### config.mk
export PLATFORM = sky130hd
export DESIGN_NAME = plab5_mcore_debug_responder
export DESIGN_NICKNAME = d
export VERILOG_FILES = /design/src/rtl/plab5_mcore_debug_responder.sv
export SDC_FILE = /design/constraint.sdc
export NUM_CORES = 1
export LEC_CHECK = 0
export ABC_AREA = 1
export CORE_UTILIZATION = 31
export CTS_CLUSTER_SIZE = 40
export DETAILED_ROUTE_END_ITERATION = 10
export SKIP_CTS_REPAIR_TIMING = 1
export SLEW_MARGIN = 20
export SYNTH_ARGS = -nofsm -noshare
export SYNTH_HDL_FRONTEND = slang
export SYNTH_SLANG_ARGS = --single-unit
### constraint.sdc
create_clock -name clk -period 3.75 [get_ports clk]
set_input_delay 0.9375 -clock clk [delete_from_list [all_inputs] [get_ports clk]]
set_output_delay 0.9375 -clock clk [all_outputs]
set_load 0.02 [all_outputs]
### src/rtl/plab5_mcore_debug_responder.sv
// plab5_mcore_debug_responder
// Executes debug copy/extract commands against main memory over a val/rdy
// request/response port, applying a domain-0 secure-region access policy.
module plab5_mcore_debug_responder #(
    parameter int unsigned                  p_addr_nbits = 32,
    parameter int unsigned                  p_data_nbits = 32,
    parameter logic [p_addr_nbits-1:0]      p_sec_base   = 32'h8000_0000
) (
    input  logic                    clk,
    input  logic                    reset,

    input  logic                    start,
    input  logic                    inst,
    input  logic [p_addr_nbits-1:0] src_addr,
    input  logic [p_addr_nbits-1:0] dest_addr,
    input  logic                    domain,

    output logic                    ack,
    output logic                    resp_domain,
    output logic [p_data_nbits-1:0] read_data,
    output logic                    db_resp_domain,
    output logic                    denied,

    output logic                    memreq_val,
    input  logic                    memreq_rdy,
    output logic                    memreq_type,
    output logic [p_addr_nbits-1:0] memreq_addr,
    output logic [p_data_nbits-1:0] memreq_data,

    input  logic                    memresp_val,
    output logic                    memresp_rdy,
    input  logic [p_data_nbits-1:0] memresp_data
);

    typedef enum logic [2:0] {
        IDLE,
        CHECK,
        RD_REQ,
        RD_WAIT,
        WR_REQ,
        WR_WAIT,
        ACK
    } state_t;

    state_t                  state;

    logic                    cmd_inst;
    logic                    cmd_domain;
    logic [p_addr_nbits-1:0] cmd_src;
    logic [p_addr_nbits-1:0] cmd_dest;
    logic [p_data_nbits-1:0] data_reg;
    logic                    deny;

    logic                    src_secure;
    logic                    dest_secure;
    logic                    violation;

    // Policy: domain 0 may not touch the secure region (dest only matters for copy)
    always_comb begin
        src_secure  = (cmd_src  >= p_sec_base);
        dest_secure = (cmd_dest >= p_sec_base);
        violation   = !cmd_domain && (src_secure || (!cmd_inst && dest_secure));
    end

    // Write data always comes from the captured read word; domain tags follow the latched command
    assign memreq_data    = data_reg;
    assign resp_domain    = cmd_domain;
    assign db_resp_domain = cmd_domain;
    assign denied         = deny;

    // Command FSM; memory-port and ack outputs are registered and set on entry to each state
    always_ff @(posedge clk) begin
        if (reset) begin
            state       <= IDLE;
            cmd_inst    <= 1'b0;
            cmd_domain  <= 1'b0;
            cmd_src     <= '0;
            cmd_dest    <= '0;
            data_reg    <= '0;
            deny        <= 1'b0;
            ack         <= 1'b0;
            read_data   <= '0;
            memreq_val  <= 1'b0;
            memreq_type <= 1'b0;
            memreq_addr <= '0;
            memresp_rdy <= 1'b0;
        end else begin
            ack <= 1'b0;
            case (state)
                IDLE: begin
                    if (start) begin
                        cmd_inst   <= inst;
                        cmd_src    <= src_addr;
                        cmd_dest   <= dest_addr;
                        cmd_domain <= domain;
                        state      <= CHECK;
                    end
                end
                CHECK: begin
                    if (violation) begin
                        deny  <= 1'b1;
                        ack   <= 1'b1;
                        if (cmd_inst) begin
                            read_data <= '0;
                        end
                        state <= ACK;
                    end else begin
                        deny        <= 1'b0;
                        memreq_val  <= 1'b1;
                        memreq_type <= 1'b0;
                        memreq_addr <= cmd_src;
                        state       <= RD_REQ;
                    end
                end
                RD_REQ: begin
                    if (memreq_rdy) begin
                        memreq_val  <= 1'b0;
                        memresp_rdy <= 1'b1;
                        state       <= RD_WAIT;
                    end
                end
                RD_WAIT: begin
                    if (memresp_val) begin
                        data_reg    <= memresp_data;
                        memresp_rdy <= 1'b0;
                        if (cmd_inst) begin
                            // read_data lands together with ack so it is valid in the ack cycle
                            read_data <= memresp_data;
                            ack       <= 1'b1;
                            state     <= ACK;
                        end else begin
                            memreq_val  <= 1'b1;
                            memreq_type <= 1'b1;
                            memreq_addr <= cmd_dest;
                            state       <= WR_REQ;
                        end
                    end
                end
                WR_REQ: begin
                    if (memreq_rdy) begin
                        memreq_val  <= 1'b0;
                        memresp_rdy <= 1'b1;
                        state       <= WR_WAIT;
                    end
                end
                WR_WAIT: begin
                    if (memresp_val) begin
                        memresp_rdy <= 1'b0;
                        ack         <= 1'b1;
                        state       <= ACK;
                    end
                end
                ACK: begin
                    state <= IDLE;
                end
                default: begin
                    state <= IDLE;
                end
            endcase
        end
    end

endmodule

; ---- Word level (Yosys, flattened, before mapping)
; Index checks and enable logic that the tools add are counted.
[totals]
regBits = 170
output_inout_bits = 103
in_bits = 103
word_cells = 82
[classes]
mux = 32
eq_ne = 17
order_cmp = 2
n_reduce_logical = 18
[ops]
columns = cell, n
row1 = 32-bit two-way mux, 7
row2 = 32-bit one-hot mux with 2 select lines, 2
row3 = 32-bit greater-or-equal comparator (second input constant), 2
row4 = 2-bit inequality test (second input constant), 10
row5 = 3-bit two-way mux, 6
row6 = 3-bit one-hot mux with 6 select lines, 1
row7 = 5-bit AND reduction, 3
row8 = 1-bit two-way mux, 11
row9 = 3-bit by 2-bit equality test with 1-bit output (second input constant), 2
row10 = 3-bit equality test (second input constant), 2
row11 = 1-bit one-hot mux with 3 select lines, 2
row12 = 2-bit by 1-bit inequality test with 1-bit output (second input constant), 2
row13 = 1-bit one-hot mux with 2 select lines, 2
row14 = 2-bit AND reduction, 2
row15 = 4-bit AND reduction, 1
row16 = 2-bit nonzero test, 2
row17 = 2-bit OR reduction, 2
row18 = 3-bit by 1-bit equality test with 1-bit output (second input constant), 1
row19 = 3-bit zero test, 1
row20 = 3-bit AND reduction, 1
row21 = 3-bit nonzero test, 1
row22 = 1-bit logical AND, 2
row23 = 1-bit zero test, 2
row24 = 2-bit two-way mux, 1
row25 = 1-bit logical OR, 1

; ---- Longest topological paths before layout
[logic_depth]
depth_word = 6
ltp_mapped = 10
depth_no_buf = 9

; ---- Worst setup path after synthesis
; OpenSTA, ideal clock, no wires.
[synth_timing]
path_kind = input-to-reg
start = input port memresp_val
end = register memreq_addr[5]
required_time_ns = 3.607
path_slack_ns = 1.724
t_arrival_ns = 1.882
setup_time_ns = 0.143
cell_stages = 7
path_buffers = 2
cell_sequence = buf_2 > inv_2 > a21oi_2 > nand3_4 > buf_12 > nand2_2 > a21oi_2
[synth_via]
elab_chain_len = 2
[synth_lines]
columns = item, line_no
row1 = from (decl), 30  ; input logic memresp_val,
row2 = 2-bit inequality test (no line), -
row3 = 4-bit AND reduction (no line), -
row4 = to (signal assigned), 111  ; memreq_addr <= cmd_src;
row5 = to (signal assigned), 134  ; memreq_addr <= cmd_dest;
row6 = to (decl), 27  ; output logic [p_addr_nbits-1:0] memreq_addr,
; Every way passes these cells.
; A chain may end at the register's enable or synchronous reset.

; ---- Final worst setup path
[layout_timing]
start = register state[1]
end = register memreq_addr[17]
[layout_via]
elab_chain_len = 3
elab_cells_between_ends = 8
classes_between = 5 x eq/ne / 1 x mux / 2 x reduce/logical
[layout_lines]
columns = item, line_no
row1 = from (decl), 45  ; state_t state;
row2 = from (signal assigned), 74  ; state <= IDLE;
row3 = from (signal assigned), 96  ; state <= CHECK;
row4 = from (signal assigned), 106  ; state <= ACK;
row5 = 3-bit by 1-bit equality test with 1-bit output / 3-bit by 2-bit equality test with 1-bit output (equally long branches), 89  ; case (state)
row6 = 2-bit inequality test (no line) / 2-bit nonzero test (equally long branches), -
row7 = 4-bit AND reduction (no line), -
; Several ways; a longest one is shown, not always the timed one.

==> flow_summary.yaml <==
power_and_ir_drop:
  p_total_mw: 5.35
  p_leak_nw: 3.27
  ir_drop_v: 0.000242
  power_density_nw_per_um2: 555
clocking:
  cts-buffers-inserted: 17
  path_clk_slew_ps: 60
  htreeDepth: 4
  cts.sinks: 170
  clock-root-buffer: "clkbuf_16"
  clockBufferDepth: 2
  cts_tree: "built"
  worstSkewPairLatency_ps: 420
worst_setup_path:
  path_cells: "inv_2 > nor2_4 > buf_4 > nand2_4 > nand3_4 > nand2_1 > a21oi_1"
  cp_max_fo: 46
  setup.worst_path.class: "flop to flop"
  worstSetupEndpointType: "flop"
  slowest_stage: "nand3_4"
  critPathLaunchType: "flop"
  worstPathRequired_ps: 4100
  cp.arrival_ps: 2810
  cpPeakStageDelay_ps: 580
route:
  wl_per_cell_um: 14.5
  ant_nets: 0
  firstDrtPassIters: 6
  drt_wl_total_mm: 19.2
  routed_via_density: 4.74
  drc: 0
  vias: 6252
  drt-initial-drc-count: 424
logic_synthesis:
  synth_commonest_cells: "dfxtp_1 (170), nand2_1 (155), a21oi_1 (140)"
  ys.flop_type: "dfxtp_1"
  yosysMostFrequentCell: "dfxtp_1"
  yosysTopAreaCell: "dfxtp_1"
  ys_seq_elements: 170
  avgSynthCellArea_um2: 8.00
  syn-cell-area_um2: 6910
  ys_types: 22
  async_flop_share_pct: 0
  synth_cells: 864
  yosysSeqAreaShare_pct: 49.2
  ys_warn_count: 0
  synthTopCellsByArea: "dfxtp_1 (49%), a21oi_1 (10%), nand2_1 (8.4%)"
  synth-edff-count: 0
  syn_nets: 967
  synth_top_area_share_pct: 49.2
floorplan:
  die_area_um2: 22900
  coreArea_um2: 21800
  die_h_um: 151
  die_x_um: 151
  fp-row-count: 54
  start_util_pct: 31.7
  io-pin-count: 206
placed_design:
  dp_cells: 1286
  place_ws_ps: 956
  placed_cell_area_um2: 9010
  port_buffers: 205
  gp_congestion: 0.755
  detailed_place_hpwl_mm: 12.8
timing:
  tns_ps: 0
  slew_headroom_pct: 48.6
  timing.final.setup_violations: 0
  worst_slew_pin_slew_ps: 771
  min_period_ps: 2460
  drv_slew: 0
  layout_setup_ws_ps: 1290
  fmax_mhz: 407
  fin_skew_ps: 9.87
  hold_ws_ps: 444
  final_hold_viol_count: 0
  finalCritPeriodShare_pct: 65.5
  rsz0062_at_grt: "false"
hold_path:
  hp-class: "flop to flop"
grt:
  first_global_vias: 5767
  overflow: 0
  antenna_found_initial: 0
  grt_max_degree: 67
  grt_pass1_wl_mm: 30.0
  grt_util_all_layers_pct: 16.9
final_layout:
  synthToLayoutAreaGrowth_pct: 39.5
  drive_above_1_share_pct: 11.3
  finalNonFillerCells: 1318
  final_util_pct: 44.2
  nets: 1128
  diodes: 0
  fin_area_um2: 9640
outcome:
  status: "completed"
flow_run:
  cap_violations: 0
[placed cells by master, fill, tap and decap left out, types with 3 or more instances in the layout]
master / Yosys / layout
clkdlybuf4s50_1: 0 / 204
dfxtp_1: 170 / 170
nand2_1: 155 / 155
a21oi_1: 140 / 140
o21ai_0: 101 / 101
inv_1: 71 / 70
nand4_1: 65 / 65
a21oi_2: 31 / 30
nand2_2: 29 / 29
clkbuf_16: 0 / 17
buf_4: 6 / 12
nand3_1: 8 / 7
inv_2: 5 / 5
nor2_1: 5 / 5
inv_6: 0 / 4
bufinv_16: 0 / 3
[state kept, by name, summed over array words and instances (netlist names)]
register        count
ack                 1
cmd_dest           32
cmd_inst            1
cmd_src            32
db_resp_domain      1
denied              1
memreq_addr        32
memreq_data        32
memreq_type         1
memreq_val          1
memresp_rdy         1
read_data          32
state               3
[where the power goes]
group	total, mW	switching, mW	internal [mW]	leakage [nW]
Clock	1.86	0.774	1.09	0.299
Sequential	2.18	0.122	2.06	1.39
Combinational	1.31	0.818	0.489	1.58
Total	5.35	1.71	3.63	3.27
[per-layer routing]
layer / GRT usage, % / vias up / part of all wire, % / routed length (um)
met4: 4.80 / 0 / 1.0 / 191
met2: 26.3 / 200 / 44 / 8390
met1: 22.6 / 2826 / 48 / 9250
met5: 0 / - / 0 / 0
met3: 4.82 / 11 / 7.0 / 1340
li1: - / 3215 / - / -
[critical path, delay by kind of cell, from the launching register on]
kind	cells	cell delay, ps
flops	1	510
buf+inv	2	510
simple gates	4	1200
compound gates	1	160
[final timing paths]
check | startpoint | endpoint | slack, ps | depth (start not counted)
hold / removal | cmd_dest[15] | cmd_dest[15] | 440 | 2
setup / recovery | state[1] | memreq_addr[17] | 1290 | 7
hold reg to reg | cmd_dest[15] | cmd_dest[15] | 440 | 2
setup reg to reg | state[1] | memreq_addr[17] | 1290 | 7
[final cells by class]
type,count,area [um^2]
clock inverters,13,180
multi-input cells,543,2820
well taps,280,350
fillers,2183,12200
flip-flops and latches,170,3400
repair buffers,217,2150
clock buffers,19,443
inverters,76,285
[cells by family (layout without fill, tap and decap cells)]
kind of cell / after synthesis / count (layout) / synth area share (%)
AND/OR/NAND/NOR: 270 / 270 / 19.1
flip-flops: 170 / 170 / 49.2
buffers and inverters: 151 / 325 / 10.2
AO/OA/AOI/OAI: 273 / 273 / 21.5
No activity file was read; power rests on OpenSTA's default activity.
